$ cat config.mk
export PLATFORM = sky130hd
export DESIGN_NAME = display_request_scheduler_flat
export DESIGN_NICKNAME = d
export VERILOG_FILES = /design/src/rtl/display_request_scheduler_pkg.sv /design/src/rtl/display_request_scheduler_if.sv /design/src/rtl/display_request_scheduler_bcd_digit_encoder.sv /design/src/rtl/display_request_scheduler.sv /design/src/flat_wrapper.sv
export SDC_FILE = /design/constraint.sdc
export NUM_CORES = 1
export LEC_CHECK = 0
export ABC_AREA = 1
export CORE_MARGIN = 2
export CORE_UTILIZATION = 52
export DETAILED_ROUTE_END_ITERATION = 10
export GPL_TIMING_DRIVEN = 0
export PLACE_DENSITY = 0.77
export RECOVER_POWER = 50
export SYNTH_ARGS = -nofsm -noshare
export SYNTH_HDL_FRONTEND = slang
export SYNTH_SLANG_ARGS = --single-unit
$ cat constraint.sdc
create_clock -name clock -period 4.3 [get_ports clock]
set_input_delay 0.86 -clock clock [delete_from_list [all_inputs] [get_ports clock]]
set_output_delay 0.86 -clock clock [all_outputs]
set_load 0.02 [all_outputs]
$ cat src/rtl/display_request_scheduler_pkg.sv
// Shared types, constants and helpers for the display request scheduler.
// Double-dabble adjust and two's-complement magnitude live here so both the top and the bench-visible types agree.
package display_request_scheduler_pkg;

    typedef enum logic [1:0] {IDLE, CONVERT, HOLD} state_t;

    localparam logic [6:0] SEG_BLANK   = 7'b1111111;
    localparam logic [6:0] SEG_MINUS   = 7'b0111111;
    localparam int         ITERATIONS  = 10;
    localparam int         BCD_WIDTH   = 12;
    localparam int         VALUE_WIDTH = 10;
    localparam int         DIGITS      = 3;

    typedef struct packed {
        logic                   sign;
        logic                   src;
        logic [VALUE_WIDTH-1:0] mag;
    } capture_t;

    // Add 3 to every nibble >= 5 so the following left shift carries correctly into the next digit.
    function automatic logic [BCD_WIDTH-1:0] bcd_adjust(input logic [BCD_WIDTH-1:0] bcd);
        logic [BCD_WIDTH-1:0] r;
        r = '0;
        for (int d = 0; d < DIGITS; d++) begin
            r[d*4 +: 4] = (bcd[d*4 +: 4] >= 4'd5) ? bcd[d*4 +: 4] + 4'd3 : bcd[d*4 +: 4];
        end
        return r;
    endfunction

    // -512 maps to 10'h200, which is 512 read as unsigned.
    function automatic logic [VALUE_WIDTH-1:0] magnitude(input logic [VALUE_WIDTH-1:0] v);
        return v[VALUE_WIDTH-1] ? (~v + VALUE_WIDTH'(1)) : v;
    endfunction

endpackage

$ cat src/rtl/display_request_scheduler_if.sv
// Requester handshakes and display pins of the scheduler, bundled with master/slave views.
interface display_request_scheduler_if;
    import display_request_scheduler_pkg::*;

    logic                   a_valid;
    logic [VALUE_WIDTH-1:0] a_value;
    logic                   a_ready;
    logic                   b_valid;
    logic [VALUE_WIDTH-1:0] b_value;
    logic                   b_ready;
    logic [6:0]             seg1_output;
    logic [6:0]             seg2_output;
    logic [6:0]             seg3_output;
    logic [6:0]             seg4_output;
    logic                   busy;
    logic                   display_source;

    modport master (
        output a_valid, a_value, b_valid, b_value,
        input  a_ready, b_ready, seg1_output, seg2_output, seg3_output, seg4_output,
               busy, display_source
    );

    modport slave (
        input  a_valid, a_value, b_valid, b_value,
        output a_ready, b_ready, seg1_output, seg2_output, seg3_output, seg4_output,
               busy, display_source
    );

endinterface

$ cat src/rtl/display_request_scheduler_bcd_digit_encoder.sv
// One BCD digit to an active-low seven-segment pattern (bit0 = a .. bit6 = g); non-decimal codes blank.
module bcd_digit_encoder
    import display_request_scheduler_pkg::*;
(
    input  logic [3:0] digit,
    output logic [6:0] seg
);

    always_comb begin
        seg = SEG_BLANK;
        case (digit)
            4'd0: seg = 7'b1000000;
            4'd1: seg = 7'b1111001;
            4'd2: seg = 7'b0100100;
            4'd3: seg = 7'b0110000;
            4'd4: seg = 7'b0011001;
            4'd5: seg = 7'b0010010;
            4'd6: seg = 7'b0000010;
            4'd7: seg = 7'b1111000;
            4'd8: seg = 7'b0000000;
            4'd9: seg = 7'b0010000;
            default: seg = SEG_BLANK;
        endcase
    end

endmodule

$ cat src/rtl/display_request_scheduler.sv
// Round-robin arbiter for two signed requesters sharing a 4-digit display; converts the winner
// to sign + 3 BCD digits over ten cycles and holds the latched result for HOLD_CYCLES.
module display_request_scheduler
    import display_request_scheduler_pkg::*;
#(
    parameter int unsigned HOLD_CYCLES = 1000
) (
    input logic                         clock,
    input logic                         reset,
    display_request_scheduler_if.slave  bus
);

    localparam int HW = (HOLD_CYCLES > 1) ? $clog2(HOLD_CYCLES) : 1;
    localparam logic [HW-1:0] HOLD_LAST = HW'((HOLD_CYCLES > 0) ? HOLD_CYCLES - 1 : 0);

    state_t                      state;
    logic                        prefer_b;
    logic [3:0]                  iter;
    logic [HW-1:0]               hold_cnt;
    capture_t                    cap;
    logic [BCD_WIDTH-1:0]        bcd;
    logic [BCD_WIDTH-1:0]        bcd_adj;
    logic [BCD_WIDTH-1:0]        bcd_next;
    logic [DIGITS-1:0][6:0]      digit_seg;
    logic                        grant_a;
    logic                        grant_b;
    logic                        handshake;
    logic [VALUE_WIDTH-1:0]      sel_value;

    // Single valid wins outright; with both valid the pointer breaks the tie.
    always_comb begin
        grant_a   = bus.a_valid && (!bus.b_valid || !prefer_b);
        grant_b   = bus.b_valid && (!bus.a_valid || prefer_b);
        sel_value = grant_a ? bus.a_value : bus.b_value;
        handshake = !reset && (state == IDLE) && (grant_a || grant_b);
    end

    assign bus.a_ready = handshake && grant_a;
    assign bus.b_ready = handshake && grant_b;
    assign bus.busy    = (state != IDLE);

    assign bcd_adj  = bcd_adjust(bcd);
    assign bcd_next = {bcd_adj[BCD_WIDTH-2:0], cap.mag[VALUE_WIDTH-1]};

    // Decoders watch the post-shift value so the final iteration's digits can be latched on that same edge.
    for (genvar g = 0; g < DIGITS; g++) begin : g_enc
        bcd_digit_encoder u_enc (
            .digit (bcd_next[g*4 +: 4]),
            .seg   (digit_seg[g])
        );
    end

    always_ff @(posedge clock) begin
        if (reset) begin
            state              <= IDLE;
            prefer_b           <= 1'b0;
            iter               <= '0;
            hold_cnt           <= '0;
            cap                <= '0;
            bcd                <= '0;
            bus.seg1_output    <= SEG_BLANK;
            bus.seg2_output    <= SEG_BLANK;
            bus.seg3_output    <= SEG_BLANK;
            bus.seg4_output    <= SEG_BLANK;
            bus.display_source <= 1'b0;
        end else begin
            case (state)
                IDLE: begin
                    if (handshake) begin
                        cap.sign <= sel_value[VALUE_WIDTH-1];
                        cap.src  <= !grant_a;
                        cap.mag  <= magnitude(sel_value);
                        prefer_b <= grant_a;
                        bcd      <= '0;
                        iter     <= '0;
                        state    <= CONVERT;
                    end
                end
                CONVERT: begin
                    bcd     <= bcd_next;
                    cap.mag <= {cap.mag[VALUE_WIDTH-2:0], 1'b0};
                    if (iter == 4'(ITERATIONS - 1)) begin
                        bus.seg1_output    <= digit_seg[0];
                        bus.seg2_output    <= digit_seg[1];
                        bus.seg3_output    <= digit_seg[2];
                        bus.seg4_output    <= cap.sign ? SEG_MINUS : SEG_BLANK;
                        bus.display_source <= cap.src;
                        hold_cnt           <= '0;
                        state              <= (HOLD_CYCLES == 0) ? IDLE : HOLD;
                    end else begin
                        iter <= iter + 4'd1;
                    end
                end
                HOLD: begin
                    if (hold_cnt == HOLD_LAST) state <= IDLE;
                    else                       hold_cnt <= hold_cnt + HW'(1);
                end
                default: state <= IDLE;
            endcase
        end
    end

endmodule

$ cat src/flat_wrapper.sv
// flat-port wrapper written by rule: the top's interface ports become plain ports
module display_request_scheduler_flat import display_request_scheduler_pkg::*;
#(
    parameter int unsigned HOLD_CYCLES = 1000
)
  (clock, reset, bus_a_valid, bus_a_value, bus_b_valid, bus_b_value, bus_a_ready, bus_b_ready, bus_seg1_output, bus_seg2_output, bus_seg3_output, bus_seg4_output, bus_busy, bus_display_source);
  display_request_scheduler_if bus_i ();
  input logic clock;
  input logic reset;
  input wire logic [$bits(bus_i.a_valid)-1:0] bus_a_valid;
  input wire logic [$bits(bus_i.a_value)-1:0] bus_a_value;
  input wire logic [$bits(bus_i.b_valid)-1:0] bus_b_valid;
  input wire logic [$bits(bus_i.b_value)-1:0] bus_b_value;
  output wire logic [$bits(bus_i.a_ready)-1:0] bus_a_ready;
  output wire logic [$bits(bus_i.b_ready)-1:0] bus_b_ready;
  output wire logic [$bits(bus_i.seg1_output)-1:0] bus_seg1_output;
  output wire logic [$bits(bus_i.seg2_output)-1:0] bus_seg2_output;
  output wire logic [$bits(bus_i.seg3_output)-1:0] bus_seg3_output;
  output wire logic [$bits(bus_i.seg4_output)-1:0] bus_seg4_output;
  output wire logic [$bits(bus_i.busy)-1:0] bus_busy;
  output wire logic [$bits(bus_i.display_source)-1:0] bus_display_source;
  assign bus_i.a_valid = bus_a_valid;
  assign bus_i.a_value = bus_a_value;
  assign bus_i.b_valid = bus_b_valid;
  assign bus_i.b_value = bus_b_value;
  assign bus_a_ready = bus_i.a_ready;
  assign bus_b_ready = bus_i.b_ready;
  assign bus_seg1_output = bus_i.seg1_output;
  assign bus_seg2_output = bus_i.seg2_output;
  assign bus_seg3_output = bus_i.seg3_output;
  assign bus_seg4_output = bus_i.seg4_output;
  assign bus_busy = bus_i.busy;
  assign bus_display_source = bus_i.display_source;
  display_request_scheduler #(.HOLD_CYCLES(HOLD_CYCLES)) u_core (.clock(clock), .reset(reset), .bus(bus_i));
endmodule
==> flow_summary.yaml <==
setup_path:
  critPathMostFrequentCell: "nand2_4"
  r2r-start: "u_core.state[1]"
  crit_path_end_kind: "primary output"
  start_kind: "input pin"
  cp_slowest_cell: "clkdlybuf4s50_1"
  worst_ep_required_time_ns: 3.44
  crit_path_max_incr_delay_ns: 0.66
  criticalPathCategory: "in2out"
  cp.depth: 6
  cp_top_family: "buffers and inverters"
  reg2reg_setup_slack_ns: 1.34
  crit_buf_inv: 3
  rr_endpoint: "u_core.hold_cnt[4]"
  critical_path.cell_chain: "dlygate4sd3_1 > nand2_4 > nand2_4 > buf_12 > nor2_1 > clkdlybuf4s50_1"
  reg2reg_depth: 12
  critPathArrivalTime_ns: 2.71
  critPathMaxFanout: 10
global_route:
  grt_overflow_total: 0
  grt_antenna_before_repair: 0
  grt_pass1_wl_um: 14920
  grt_max_degree: 13
  grt_usage: 0.2216
  first_global_vias: 3456
pwr:
  vdd_ir_drop_max_uv: 233.7
  p_per_area_mw_per_mm2: 419.0
  leakage_uw: 0.001930
routing:
  vias: 3721
  ant_nets: 0
  wl_um: 8814
  route.detailed.drc: 0
  dr.pass1.iters: 6
  vias_per_cell: 5.175
  drt_iter0_markers: 156
  wire_per_inst_um: 12.26
floorplan:
  start_util: 0.5324
  io_pins: 56
  rows: 31
  fp.dieH_um: 89.95
  die_x_um: 89.95
  fp.dieArea_mm2: 0.008090
  core_mm2: 0.007214
layout:
  ff_latch_area_mm2: 0.001281
  layout.cells.non_filler: 719
  final_cell_mix: "nand2_1, dfxtp_1, inv_1, a21oi_1, nor2_1"
  drive_gt1_frac: 0.1129
  n_fill_cell: 684
  syn2layout_area_growth_pct: 21.56
  antenna_cells: 0
  multi_input_area_mm2: 0.002128
  mostFrequentLayoutCell: "nand2_1"
  stdcell_area_mm2: 0.004669
  final_nets: 655
clock_tree:
  htree_levels: 3
  cts_setup_buffers: 0
  clock-sinks: 64
  cts_tree: "yes"
  clock_path_buffers: 2
  root_buffer: "clkbuf_8"
  clk_pin_slew_worst_paths_ns: 0.07
  cts_hold_buf: 0
  clock_latency_ns: 0.35
  ctsResizeCount: 0
  cts_made_buffers: 9
placed_design:
  place_ws_ns: 0.8558
  place_congestion: 0.8926
  dpl_cell_area_mm2: 0.004454
  place_hpwl_um: 6604
  port_buffers: 47
  dp_cells: 703
logic_synthesis:
  synth_top_family_by_area: "simple AND/OR/NAND/NOR gates"
  ys_warn_count: 0
  synth-simple-area-share: 0.2928
  syn_area_per_cell_um2: 6.959
  synthAdderAreaFrac: 0.05212
  synthesis.area_mm2: 0.003841
  netlist_instances: 552
  synth.area.top_cells: "dfxtp_1, nand2_1, a21oi_1"
  synth_xor_area_frac: 0.01987
  synth.distinct_cells: 41
  yosysSeqAreaShare: 0.3336
  synth_top_area_cell: "dfxtp_1"
  synth_top_area_share: 0.3336
  synth-edff-count: 0
  ys_seq_elements: 64
  synth_top_flop_cell: "dfxtp_1"
  ys_async_sr_fraction: 0
  synthMuxAreaShare: 0
  synth_compound_area_frac: 0.1879
sta:
  max_freq_ghz: 0.2797
  drv_slew: 0
  final_hold_viol_count: 0
  worstMarginPinSlew_ns: 0.8829
  setup_viol: 0
  grt_setup_unrepaired: "no"
  relSlewSlack: 0.4051
  period_minus_slack_ns: 3.575
  period_share: 0.8313
  setup_ws_ns: 0.7252
  finClkSkew_ns: 0.005668
  tns_ns: 0
status:
  status: "completed"
hold_path:
  worstHoldPathType: "reg2reg"
  hold_depth: 2
  whs_endpoint: "u_core.bus.seg1_output[1]"
  worstHoldStart: "u_core.bus.seg1_output[1]"
run:
  cap_violations: 0
## worst min-delay path: cells and delay by family, from the launching register on
kind | cells | cell delay, ns
simple gates | 1 | 0.04
flops | 1 | 0.33
compound gates | 1 | 0.06
## synthesized netlist by cell type, types with 10 or more instances
cell,n
dfxtp_1,64
nand2_1,130
o21ai_0,29
nand2_2,10
ha_1,16
nand3_1,24
o21ai_1,12
buf_4,10
nor2_1,48
a21oi_1,55
inv_1,61
## stage by stage
stage          utilization  total power (uW)  hold WS [ns]
6_report            0.6472              1956        0.4558
5_1_grt             0.6472              2077        0.4843
4_1_cts             0.6512              1982        0.4646
3_5_place_dp        0.6174              1349        0.4478
3_3_place_gp        0.6174              1330        0.4361
2_1_floorplan            -              1185        0.4260
## layer usage
metal	wire length, um	track usage
met1	3972	0.2660
met2	4264	0.3927
met3	446	0.05365
met4	131	0.06795
met5	0	0
## sequential cells by signal, indices dropped and copies added, names as in the netlist
register and cells:
u_core.bcd 12, u_core.cap 11, u_core.hold_cnt 10, u_core.bus.seg1_output 7, u_core.bus.seg2_output 7, u_core.bus.seg3_output 7, u_core.iter 4, u_core.state 2
u_core.bcd_next 1, u_core.bus.display_source 1, u_core.bus.seg4_output 1, u_core.prefer_b 1
## power breakdown
| part | switching (uW) | internal (uW) |
|---|---|---|
| Combinational | 420 | 223 |
| Clock | 246 | 386 |
| Sequential | 35.9 | 646 |
## worst max path at each step
stage	start	endpoint	slack (ns)
finish	bus_b_valid	bus_a_ready	0.73
global route	bus_b_valid	bus_a_ready	0.65
CTS	bus_b_valid	bus_a_ready	0.84
detailed placement	bus_b_valid	bus_a_ready	0.86
global placement	bus_b_valid	bus_a_ready	0.87
floorplan	reset	bus_b_ready	1.83
## cell families (layout without fill, tap and decap cells)
group                    after synthesis  in the layout
AO/OA/AOI/OAI                        127            127
XOR/XNOR                               7              7
adder cells (fa/ha/maj)               16             16
buffers and inverters                 93            156
flip-flops                            64             64
other                                  1              6
AND/OR/NAND/NOR                      244            244
## final cells by class
cell class              count  area share
inverters                  67     0.05413
multi-input cells         400      0.4558
clock inverters             7     0.02572
repair buffers             47      0.1008
well taps                  99     0.02653
clock buffers               9     0.02653
flip-flops and latches     64      0.2744
plain buffers              26     0.03617
(Power assumes the default switching activity.)
